## src/rtl/fsm_cmd_scheduler_if.sv

```systemverilog
// Request/command bus between the switch panel / auto-demo control and the
// command scheduler that drives the counter/shift-register datapath.
interface fsm_cmd_scheduler_if;

  // Manual requester and auto-program enable
  logic       man_req;
  logic [2:0] man_cmd;
  logic [3:0] man_value;
  logic       auto_en;

  // Scheduler results and datapath controls
  logic       man_ack;
  logic       enable;
  logic       check;
  logic       mode;
  logic       direction;
  logic [3:0] value;
  logic [2:0] auto_step;
  logic       overrun;

  modport master (
    output man_req,
    output man_cmd,
    output man_value,
    output auto_en,
    input  man_ack,
    input  enable,
    input  check,
    input  mode,
    input  direction,
    input  value,
    input  auto_step,
    input  overrun
  );

  modport slave (
    input  man_req,
    input  man_cmd,
    input  man_value,
    input  auto_en,
    output man_ack,
    output enable,
    output check,
    output mode,
    output direction,
    output value,
    output auto_step,
    output overrun
  );

endinterface

```

## src/rtl/fsm_cmd_scheduler.sv

```systemverilog
// Arbitrates manual (req/ack) and auto-demo commands onto the datapath,
// issuing at most one single-cycle enable pulse per clock.
module fsm_cmd_scheduler #(
  parameter int unsigned TICK_DIV = 50_000_000,
  parameter int unsigned DIV_W    = 26
) (
  input  logic                 i_clk,
  input  logic                 i_rst,
  fsm_cmd_scheduler_if.slave   bus
);

  localparam int unsigned CMD_W  = 7;
  localparam int unsigned STEP_W = 3;
  localparam logic [DIV_W-1:0] TICK_LAST = DIV_W'(TICK_DIV - 1);

  typedef enum logic [1:0] {
    S_IDLE     = 2'd0,
    S_ACK      = 2'd1,
    S_WAIT_LOW = 2'd2
  } state_t;

  state_t              r_state;
  state_t              w_state_nxt;

  logic                w_man_grant;
  logic                w_auto_grant;
  logic                w_tick;
  logic [CMD_W-1:0]    w_auto_cmd;

  logic [DIV_W-1:0]    r_div_cnt;
  logic                r_pending;
  logic                r_overrun;
  logic [STEP_W-1:0]   r_auto_step;

  logic                r_enable;
  logic                r_man_ack;
  logic                r_check;
  logic                r_mode;
  logic                r_direction;
  logic [3:0]          r_value;

  // Auto-demo program: {check, mode, direction, value}
  function automatic logic [CMD_W-1:0] auto_entry(input logic [STEP_W-1:0] idx);
    logic [CMD_W-1:0] cmd;
    cmd = '0;
    case (idx)
      3'd0:    cmd = {1'b1, 1'b0, 1'b0, 4'h0};
      3'd1:    cmd = {1'b0, 1'b0, 1'b0, 4'h0};
      3'd2:    cmd = {1'b0, 1'b0, 1'b0, 4'h0};
      3'd3:    cmd = {1'b0, 1'b1, 1'b0, 4'h4};
      3'd4:    cmd = {1'b0, 1'b1, 1'b0, 4'h4};
      3'd5:    cmd = {1'b0, 1'b1, 1'b1, 4'h1};
      3'd6:    cmd = {1'b0, 1'b0, 1'b1, 4'h0};
      3'd7:    cmd = {1'b0, 1'b0, 1'b1, 4'h0};
      default: cmd = '0;
    endcase
    return cmd;
  endfunction

  // Manual handshake state register
  always_ff @(posedge i_clk or posedge i_rst) begin
    if (i_rst) begin
      r_state <= S_IDLE;
    end else begin
      r_state <= w_state_nxt;
    end
  end

  // Handshake next state and per-cycle arbitration (manual beats auto)
  always_comb begin
    w_state_nxt  = r_state;
    w_man_grant  = 1'b0;
    w_auto_grant = 1'b0;

    case (r_state)
      S_IDLE: begin
        if (bus.man_req) begin
          w_man_grant = 1'b1;
          w_state_nxt = S_ACK;
        end
      end
      S_ACK: begin
        w_state_nxt = S_WAIT_LOW;
      end
      S_WAIT_LOW: begin
        if (!bus.man_req) begin
          w_state_nxt = S_IDLE;
        end
      end
      default: begin
        w_state_nxt = S_IDLE;
      end
    endcase

    // A pending auto command is discarded, not issued, once auto_en drops
    w_auto_grant = r_pending && bus.auto_en && !w_man_grant;
  end

  assign w_tick     = bus.auto_en && (r_div_cnt == TICK_LAST);
  assign w_auto_cmd = auto_entry(r_auto_step);

  // Tick divider: free-runs 0..TICK_DIV-1 while enabled, parked at 0 otherwise
  always_ff @(posedge i_clk or posedge i_rst) begin
    if (i_rst) begin
      r_div_cnt <= '0;
    end else if (!bus.auto_en || w_tick) begin
      r_div_cnt <= '0;
    end else begin
      r_div_cnt <= r_div_cnt + DIV_W'(1);
    end
  end

  // One-deep auto request; a tick arriving while it is full is lost
  always_ff @(posedge i_clk or posedge i_rst) begin
    if (i_rst) begin
      r_pending <= 1'b0;
    end else if (!bus.auto_en) begin
      r_pending <= 1'b0;
    end else if (w_tick && !r_pending) begin
      r_pending <= 1'b1;
    end else if (w_auto_grant) begin
      r_pending <= 1'b0;
    end
  end

  always_ff @(posedge i_clk or posedge i_rst) begin
    if (i_rst) begin
      r_overrun <= 1'b0;
    end else if (w_tick && r_pending) begin
      r_overrun <= 1'b1;
    end
  end

  // Program pointer wraps 7 -> 0 through natural 3-bit overflow
  always_ff @(posedge i_clk or posedge i_rst) begin
    if (i_rst) begin
      r_auto_step <= '0;
    end else if (!bus.auto_en) begin
      r_auto_step <= '0;
    end else if (w_auto_grant) begin
      r_auto_step <= r_auto_step + STEP_W'(1);
    end
  end

  // Datapath controls hold the last issued command between pulses
  always_ff @(posedge i_clk or posedge i_rst) begin
    if (i_rst) begin
      r_enable    <= 1'b0;
      r_man_ack   <= 1'b0;
      r_check     <= 1'b0;
      r_mode      <= 1'b0;
      r_direction <= 1'b0;
      r_value     <= '0;
    end else begin
      r_enable  <= w_man_grant || w_auto_grant;
      r_man_ack <= w_man_grant;
      if (w_man_grant) begin
        {r_check, r_mode, r_direction} <= bus.man_cmd;
        r_value                        <= bus.man_value;
      end else if (w_auto_grant) begin
        {r_check, r_mode, r_direction, r_value} <= w_auto_cmd;
      end
    end
  end

  assign bus.man_ack   = r_man_ack;
  assign bus.enable    = r_enable;
  assign bus.check     = r_check;
  assign bus.mode      = r_mode;
  assign bus.direction = r_direction;
  assign bus.value     = r_value;
  assign bus.auto_step = r_auto_step;
  assign bus.overrun   = r_overrun;

endmodule

```

## src/flat_wrapper.sv

```systemverilog
// flat-port wrapper written by rule: the top's interface ports become plain ports
module fsm_cmd_scheduler_flat 
#(
  parameter int unsigned TICK_DIV = 50_000_000,
  parameter int unsigned DIV_W    = 26
)
  (i_clk, i_rst, bus_man_req, bus_man_cmd, bus_man_value, bus_auto_en, bus_man_ack, bus_enable, bus_check, bus_mode, bus_direction, bus_value, bus_auto_step, bus_overrun);
  fsm_cmd_scheduler_if bus_i ();
  input  logic i_clk;
  input  logic i_rst;
  input wire logic [$bits(bus_i.man_req)-1:0] bus_man_req;
  input wire logic [$bits(bus_i.man_cmd)-1:0] bus_man_cmd;
  input wire logic [$bits(bus_i.man_value)-1:0] bus_man_value;
  input wire logic [$bits(bus_i.auto_en)-1:0] bus_auto_en;
  output wire logic [$bits(bus_i.man_ack)-1:0] bus_man_ack;
  output wire logic [$bits(bus_i.enable)-1:0] bus_enable;
  output wire logic [$bits(bus_i.check)-1:0] bus_check;
  output wire logic [$bits(bus_i.mode)-1:0] bus_mode;
  output wire logic [$bits(bus_i.direction)-1:0] bus_direction;
  output wire logic [$bits(bus_i.value)-1:0] bus_value;
  output wire logic [$bits(bus_i.auto_step)-1:0] bus_auto_step;
  output wire logic [$bits(bus_i.overrun)-1:0] bus_overrun;
  assign bus_i.man_req = bus_man_req;
  assign bus_i.man_cmd = bus_man_cmd;
  assign bus_i.man_value = bus_man_value;
  assign bus_i.auto_en = bus_auto_en;
  assign bus_man_ack = bus_i.man_ack;
  assign bus_enable = bus_i.enable;
  assign bus_check = bus_i.check;
  assign bus_mode = bus_i.mode;
  assign bus_direction = bus_i.direction;
  assign bus_value = bus_i.value;
  assign bus_auto_step = bus_i.auto_step;
  assign bus_overrun = bus_i.overrun;
  fsm_cmd_scheduler #(.TICK_DIV(TICK_DIV), .DIV_W(DIV_W)) u_core (.i_clk(i_clk), .i_rst(i_rst), .bus(bus_i));
endmodule
```

## config.mk

```make
export PLATFORM = sky130hd
export DESIGN_NAME = fsm_cmd_scheduler_flat
export DESIGN_NICKNAME = d
export VERILOG_FILES = /design/src/rtl/fsm_cmd_scheduler_if.sv /design/src/rtl/fsm_cmd_scheduler.sv /design/src/flat_wrapper.sv
export SDC_FILE = /design/constraint.sdc
export NUM_CORES = 1
export LEC_CHECK = 0
export ABC_AREA = 1
export CAP_MARGIN = 10
export CORE_UTILIZATION = 40
export CTS_BUF_LIST = sky130_fd_sc_hd__clkbuf_8
export CTS_CLUSTER_SIZE = 20
export DETAILED_ROUTE_END_ITERATION = 6
export PLACE_DENSITY = 0.72
export REMOVE_ABC_BUFFERS = 1
export SLEW_MARGIN = 30
export SYNTH_ARGS = -nofsm -noshare
export SYNTH_HDL_FRONTEND = slang
export SYNTH_SLANG_ARGS = --single-unit
```

## constraint.sdc

```tcl
create_clock -name i_clk -period 1.85 [get_ports i_clk]
set_input_delay 0.37 -clock i_clk [delete_from_list [all_inputs] [get_ports i_clk]]
set_output_delay 0.37 -clock i_clk [all_outputs]
set_load 0.01 [all_outputs]
```

==> results of run 1 <==
-- logic make-up after synthesis --
kind of cell,after synthesis,synth area share [%]
compound gates,19,5.102
xor+xnor,15,5.953
fa+ha+maj,4,2.268
buf+inv,31,5.952
flops,42,47.62
simple gates,181,33.11
-- synthesized netlist by cell type --
cell	n	area (um^2)
xor2_1	7	61.31
a31oi_1	2	12.51
a22o_1	2	17.52
o211ai_1	1	7.510
nor3_1	2	10.01
nand3_1	14	70.07
nand2_2	1	6.260
inv_2	1	3.750
inv_1	28	105.1
nor2_1	70	262.8
buf_6	2	22.52
nor2_4	1	11.26
nand3_2	1	10.01
nand2_1	88	330.3
xnor2_1	8	70.07
or2_2	1	6.260
nand2_4	1	11.26
o21bai_1	2	15.01
a21oi_1	3	15.01
o21ai_0	9	45.04
ha_1	4	50.05
dfrtp_1	42	1051
nor2_2	2	12.51
-- tightest hold or removal path: stages --
cell             delay [ps]
clkdlybuf4s50_1         390
inv_1                    90
buf_12                  240
-- area by class of cell --
cell class | instances | area share [%]
sequential | 42 | 39.83
multi-input combinational | 219 | 38.83
timing repair buffer | 28 | 10.62
inverter | 29 | 4.125
tap | 70 | 3.319
clock buffer | 5 | 2.608
clock inverter | 3 | 0.6638
-- flip-flops by register name, indices dropped and copies added (netlist names) --
signal / count
u_core.bus.mode: 1
u_core.bus.overrun: 1
u_core.r_state: 2
u_core.r_div_cnt: 26
u_core.bus.man_ack: 1
u_core.bus.enable: 1
u_core.bus.check: 1
u_core.r_pending: 1
u_core.bus.auto_step: 3
u_core.bus.value: 4
u_core.bus.direction: 1
-- worst max path at each step --
stage | endpoint | slack [ps] | from
after global routing | bus_auto_step[2] | 100 | u_core.bus.auto_step[2]$_DFFE_PP0P_
after global placement | u_core.bus.check$_DFFE_PP0P_ | 220 | bus_man_req
final | bus_auto_step[2] | 140 | u_core.bus.auto_step[2]$_DFFE_PP0P_
after floorplan | u_core.r_div_cnt[11]$_DFF_PP0_ | 360 | u_core.r_div_cnt[0]$_DFF_PP0_
after CTS | bus_auto_step[2] | 140 | u_core.bus.auto_step[2]$_DFFE_PP0P_
after detailed placement | u_core.bus.auto_step[1]$_DFFE_PP0P_ | 120 | bus_man_req
-- placed cells by master, fill, tap and decap left out, drive strengths merged --
master / count
a21oi: 3
a22o: 2
a31oi: 2
buf: 5
clkbuf: 5
clkdlybuf4s50: 23
clkinv: 2
dfrtp: 42
ha: 4
inv: 30
nand2: 90
nand3: 15
nor2: 73
nor3: 2
o211ai: 1
o21ai: 9
o21bai: 2
or2: 1
xnor2: 8
xor2: 7
-- stage by stage --
step / hold WS (ps) / power, mW
5_1_grt: 459.3 / 2.261
3_5_place_dp: 483.0 / 1.582
4_1_cts: 421.7 / 2.179
6_report: 422.2 / 2.154
2_1_floorplan: 494.5 / 1.321
3_3_place_gp: 468.3 / 1.576
-- layer usage --
metal	global-route usage, %	wire length [um]
met3	3.952	240
met4	8.654	107
met1	22.85	2294
met2	28.83	2141
met5	0	0
-- power groups by stage --
stage / clock [mW] / combinational, mW / sequential [mW]
global route: 0.638 / 0.500 / 1.12
global placement: 0 / 0.450 / 1.13
finish: 0.592 / 0.458 / 1.10
floorplan: 0 / 0.175 / 1.15
detailed placement: 0 / 0.464 / 1.12
CTS: 0.609 / 0.462 / 1.11
==> results.toml, run 1 <==
[status]
status = "finished clean"

[power]
clkPwrFrac_pct = 27.5
p_int_mw = 1.530
p_sw_mw = 0.6242
swShare_pct = 28.98
leakage_nw = 1.127
p_comb_share_pct = 21.2
seqPwrFrac_pct = 51.3
power.density_nw_per_um2 = 816.4
ir_drop_mv = 0.7169

[synth]
synth-seq-cells = 42
ys_seq_area_share_pct = 47.62
synth_cell_types = 23
ys_warn_count = 0
synthesis.area_um2 = 2207
netlist_instances = 292
synth_area_per_cell_um2 = 7.559

[sta]
fin_tns_setup_ps = 0
post-route-period-util_pct = 92.36
slew_violations = 0
max_freq_mhz = 585.3
rsz0062_at_grt = "no"
hold_violations = 0
period_needed_ps = 1709
max_slew_margin_pct = 80.74
setup_viol = 0
fin_ws_ps = 141.4
skew_ps = 4.739
worstMarginPinSlew_ps = 288.7

[layout]
final_cell_area_um2 = 2639
drive_above_1_share_pct = 6.135
nFillCells = 519
regArea_um2 = 1051
multi_input_area_um2 = 1025
fin_nets = 340
postLayoutCoreUtil_pct = 50.70
layoutNonFillerInstCount = 396
diodes = 0
synthToLayoutAreaGrowth_pct = 19.56

[worst_setup_path]
cp.depth = 1
crit_fanout = 7
required_ps = 1480
cp_cell_sequence = "clkdlybuf4s50_1"
rrSetupSlack_ps = 280
path_delay_family = "buffers and inverters"
critPathArrivalTime_ps = 1340
path_buf_inv = 1
r2r_cells = 8
endpoint_kind = "primary output"
r2r_start = "u_core.r_div_cnt[1]$_DFF_PP0_"
criticalPathCategory = "reg -> out"
crit_path_max_incr_delay_ps = 580
r2r_end = "u_core.r_div_cnt[13]$_DFF_PP0_"
slowest_stage = "clkdlybuf4s50_1"
cp-start-kind = "register"

[placement]
dp_hpwl_mm = 3.542
detailed_place.area_um2 = 2552
place_congestion = 0.8776
dp_slack_ps = 121.9
placed_cells = 388
port_buffers = 23

[clocking]
ctsHoldBuffers = 0
htreeDepth = 2
clk_pin_slew_worst_paths_ps = 80
clkSinkCount = 42
post_cts_buffers = 0
numCtsBuffers = 5
cts_max_path_buffers = 2
cts_tree = "built"
clk-insertion-delay-late_ps = 300
cts-resized-gates = 0
clockRootBuffer = "clkbuf_8"

[floorplan]
ios = 24
coreArea_um2 = 5205
dieArea_um2 = 5819
fp-row-count = 26
dieWidth_um = 76.28
die_y_um = 76.28
start_util_pct = 42.40

[routing]
wire_per_inst_um = 12.08
wirelength_mm = 4.784
drtIter0Drc = 89
drc = 0
vias = 1887
drtPass1Iterations = 4
drtAntennaViolNets = 0
viasPerCell = 4.765

[min_path]
hold_class = "in -> async"

[global_routing]
grt_use_total_pct = 17.94
antenna_found_initial = 0
grt_pass1_wl_mm = 8.231
grt_pass1_vias = 1840
grt_max_degree = 43
grt_remaining_overflow = 0

[flow_run]
drv_cap = 0
Note: power is estimated with default switching activity, not from simulation.
==> run 2, diff against run 1 <==
--- a/config.mk
+++ b/config.mk
@@ -9,9 +9,8 @@
 export CAP_MARGIN = 10
 export CORE_UTILIZATION = 40
 export CTS_BUF_LIST = sky130_fd_sc_hd__clkbuf_8
-export CTS_CLUSTER_SIZE = 20
 export DETAILED_ROUTE_END_ITERATION = 6
-export PLACE_DENSITY = 0.72
+export PLACE_DENSITY = 0.74
 export REMOVE_ABC_BUFFERS = 1
 export SLEW_MARGIN = 30
 export SYNTH_ARGS = -nofsm -noshare
==> constraint.sdc (replaced) <==
create_clock -name i_clk -period 1.4 [get_ports i_clk]
set_input_delay 0.28 -clock i_clk [delete_from_list [all_inputs] [get_ports i_clk]]
set_output_delay 0.28 -clock i_clk [all_outputs]
set_load 0.01 [all_outputs]
==> results.toml, run 2 (synthesis gave the netlist of run 1 again) <==
[status]
status = "finished clean"

[clocking]
clockRootBuffer = "clkbuf_8"
ctsHoldBuffers = 0
htreeDepth = 2
clkSinkCount = 42
clk-insertion-delay-late_ps = 300
cts_tree = "built"
clk_pin_slew_worst_paths_ps = 80
cts_max_path_buffers = 2
numCtsBuffers = 5

[layout]
largest_reg_flops = 26
fin_nets = 367
drive_above_1_share_pct = 20.11
multi_input_area_um2 = 1087
postLayoutCoreUtil_pct = 56.47
largest-register = "u_core.r_div_cnt"
nFillCells = 479
synthToLayoutAreaGrowth_pct = 33.16
layoutNonFillerInstCount = 423
final_cell_mix = "85 x nand2_1, 55 x nor2_1, 40 x dfrtp_1, 29 x buf_4, 28 x inv_1"
final_common_cell = "nand2_1"
diodes = 0
regArea_um2 = 1054

[routing]
wire_per_inst_um = 11.84
drc = 0
viasPerCell = 4.797
drtAntennaViolNets = 0
drtPass1Iterations = 4
vias = 2029
drtIter0Drc = 133
wirelength_mm = 5.009

[worst_setup_path]
cp-start-kind = "register"
path_buf_inv = 2
criticalPathCategory = "reg -> reg"
crit_fanout = 16
slowest_stage = "dfrtp_1"
endpoint_kind = "register"
required_ps = 1590
path_delay_family = "simple AND/OR/NAND/NOR gates"
crit_path_max_incr_delay_ps = 360
critPathArrivalTime_ps = 1560
cp_cell_sequence = "ha_2, nand3_2, inv_2, nand2_2, nor2_4, nand2_2, nand2_4, buf_12, nor2_1"
path_common_cell = "nand2_2"

[sta]
rsz0062_at_grt = "yes"
period_needed_ps = 1372
max_slew_margin_pct = 85.10
setup_viol = 0
max_freq_mhz = 728.8
post-route-period-util_pct = 98.00
slew_violations = 0
hold_violations = 0
skew_ps = 4.516
worstMarginPinSlew_ps = 223.5

[power]
power.density_nw_per_um2 = 1022
p_comb_share_pct = 19.9
seqPwrFrac_pct = 48.3
p_int_mw = 2.177
ir_drop_mv = 0.6266
leakage_nw = 1.315
swShare_pct = 27.52
clkPwrFrac_pct = 31.8
p_sw_mw = 0.8267

[global_routing]
grt_remaining_overflow = 0
grt_pass1_wl_mm = 8.756
antenna_found_initial = 0
grt_max_degree = 43
grt_use_total_pct = 18.92
grt_pass1_vias = 1988

[floorplan]
dieArea_um2 = 5819
fp-row-count = 26
die_y_um = 76.28
start_util_pct = 42.40
coreArea_um2 = 5205
ios = 24
dieWidth_um = 76.28

[placement]
port_buffers = 23
dp_hpwl_mm = 3.724
place_congestion = 0.9351
placed_cells = 410

[flow_run]
drv_cap = 0

[min_path]
hold_class = "in -> async"
[run 2: timing repair]
item | in CTS | in global routing
buffers inserted | 4 | 1
pin swaps | 1 | 3
gates resized for setup | 17 | 25
setup endpoints to repair | 40 | 29
cloned | 0 | 0
[run 2: metal layers]
layer / up-vias / routed length (um) / global-route usage (%)
li1: 1013 / - / -
met1: 944 / 2306 / 24.46
met2: 58 / 2314 / 30.27
met3: 14 / 254 / 4.790
met4: 0 / 133 / 7.500
met5: - / 0 / 0
[run 2: final timing paths]
kind | start | end | slack, ps | cells after the start
setup / recovery | u_core.r_div_cnt[1]$_DFF_PP0_ | u_core.r_div_cnt[14]$_DFF_PP0_ | 30 | 9
hold / removal | i_rst | u_core.r_state[0]$_DFFE_PP0P_ | 330 | 3
setup reg to reg | u_core.r_div_cnt[1]$_DFF_PP0_ | u_core.r_div_cnt[14]$_DFF_PP0_ | 30 | 9
hold reg to reg | u_core.bus.overrun$_DFFE_PP0P_ | u_core.bus.overrun$_DFFE_PP0P_ | 490 | 1
max in group asynchronous | i_rst | u_core.r_div_cnt[9]$_DFF_PP0_ | 860 | 3
min in group i_clk | u_core.bus.overrun$_DFFE_PP0P_ | u_core.bus.overrun$_DFFE_PP0P_ | 490 | 1
[run 2: worst reg2reg max path: cells and delay by family, from the launching register on]
family	cells	cell delay, ps
AND/OR/NAND/NOR	6	460
flip-flops	1	360
buffers and inverters	2	240
adder cells (fa/ha/maj)	1	190
[run 2: area by class of cell]
type	instances	area share, %
Clock buffer	5	2.341
Clock inverter	3	1.405
Inverter	29	3.704
Multi-Input combinational cell	219	36.99
Sequential cell	42	35.85
Tap cell	70	2.980
Timing Repair Buffer	55	16.73
[run 2: stage by stage]
step | worst slack [ps] | TNS [ps] | total power [mW] | hold slack [ps] | instance area (um^2)
3_3_place_gp | -70.49 | -477.3 | 2.124 | 483.5 | 2743
5_1_grt | -61.14 | -956.6 | 3.160 | 382.1 | 2939
3_5_place_dp | -145.2 | -1280 | 2.153 | 478.5 | 2743
4_1_cts | 8.306 | 0 | 3.027 | 340.9 | 2873
6_report | 27.93 | 0 | 3.004 | 329.8 | 2939
2_1_floorplan | -92.45 | -2231 | 1.746 | 419.8 | 2185
[run 2: power by group through the flow]
stage	sequential, mW	clock, mW	combinational [mW]
after global placement	1.48	0	0.649
after global routing	1.48	1.02	0.663
final	1.45	0.955	0.597
after floorplan	1.51	0	0.231
after CTS	1.45	0.968	0.604
after detailed placement	1.48	0	0.677
==> run 3, diff against run 2 <==
--- a/config.mk
+++ b/config.mk
@@ -6,7 +6,7 @@
 export NUM_CORES = 1
 export LEC_CHECK = 0
 export ABC_AREA = 1
-export CAP_MARGIN = 10
+export CAP_MARGIN = 30
 export CORE_UTILIZATION = 40
 export CTS_BUF_LIST = sky130_fd_sc_hd__clkbuf_8
 export DETAILED_ROUTE_END_ITERATION = 6
==> results of run 3 <==
Same layout as run 2: the final DEF is identical, and so are final timing and power.
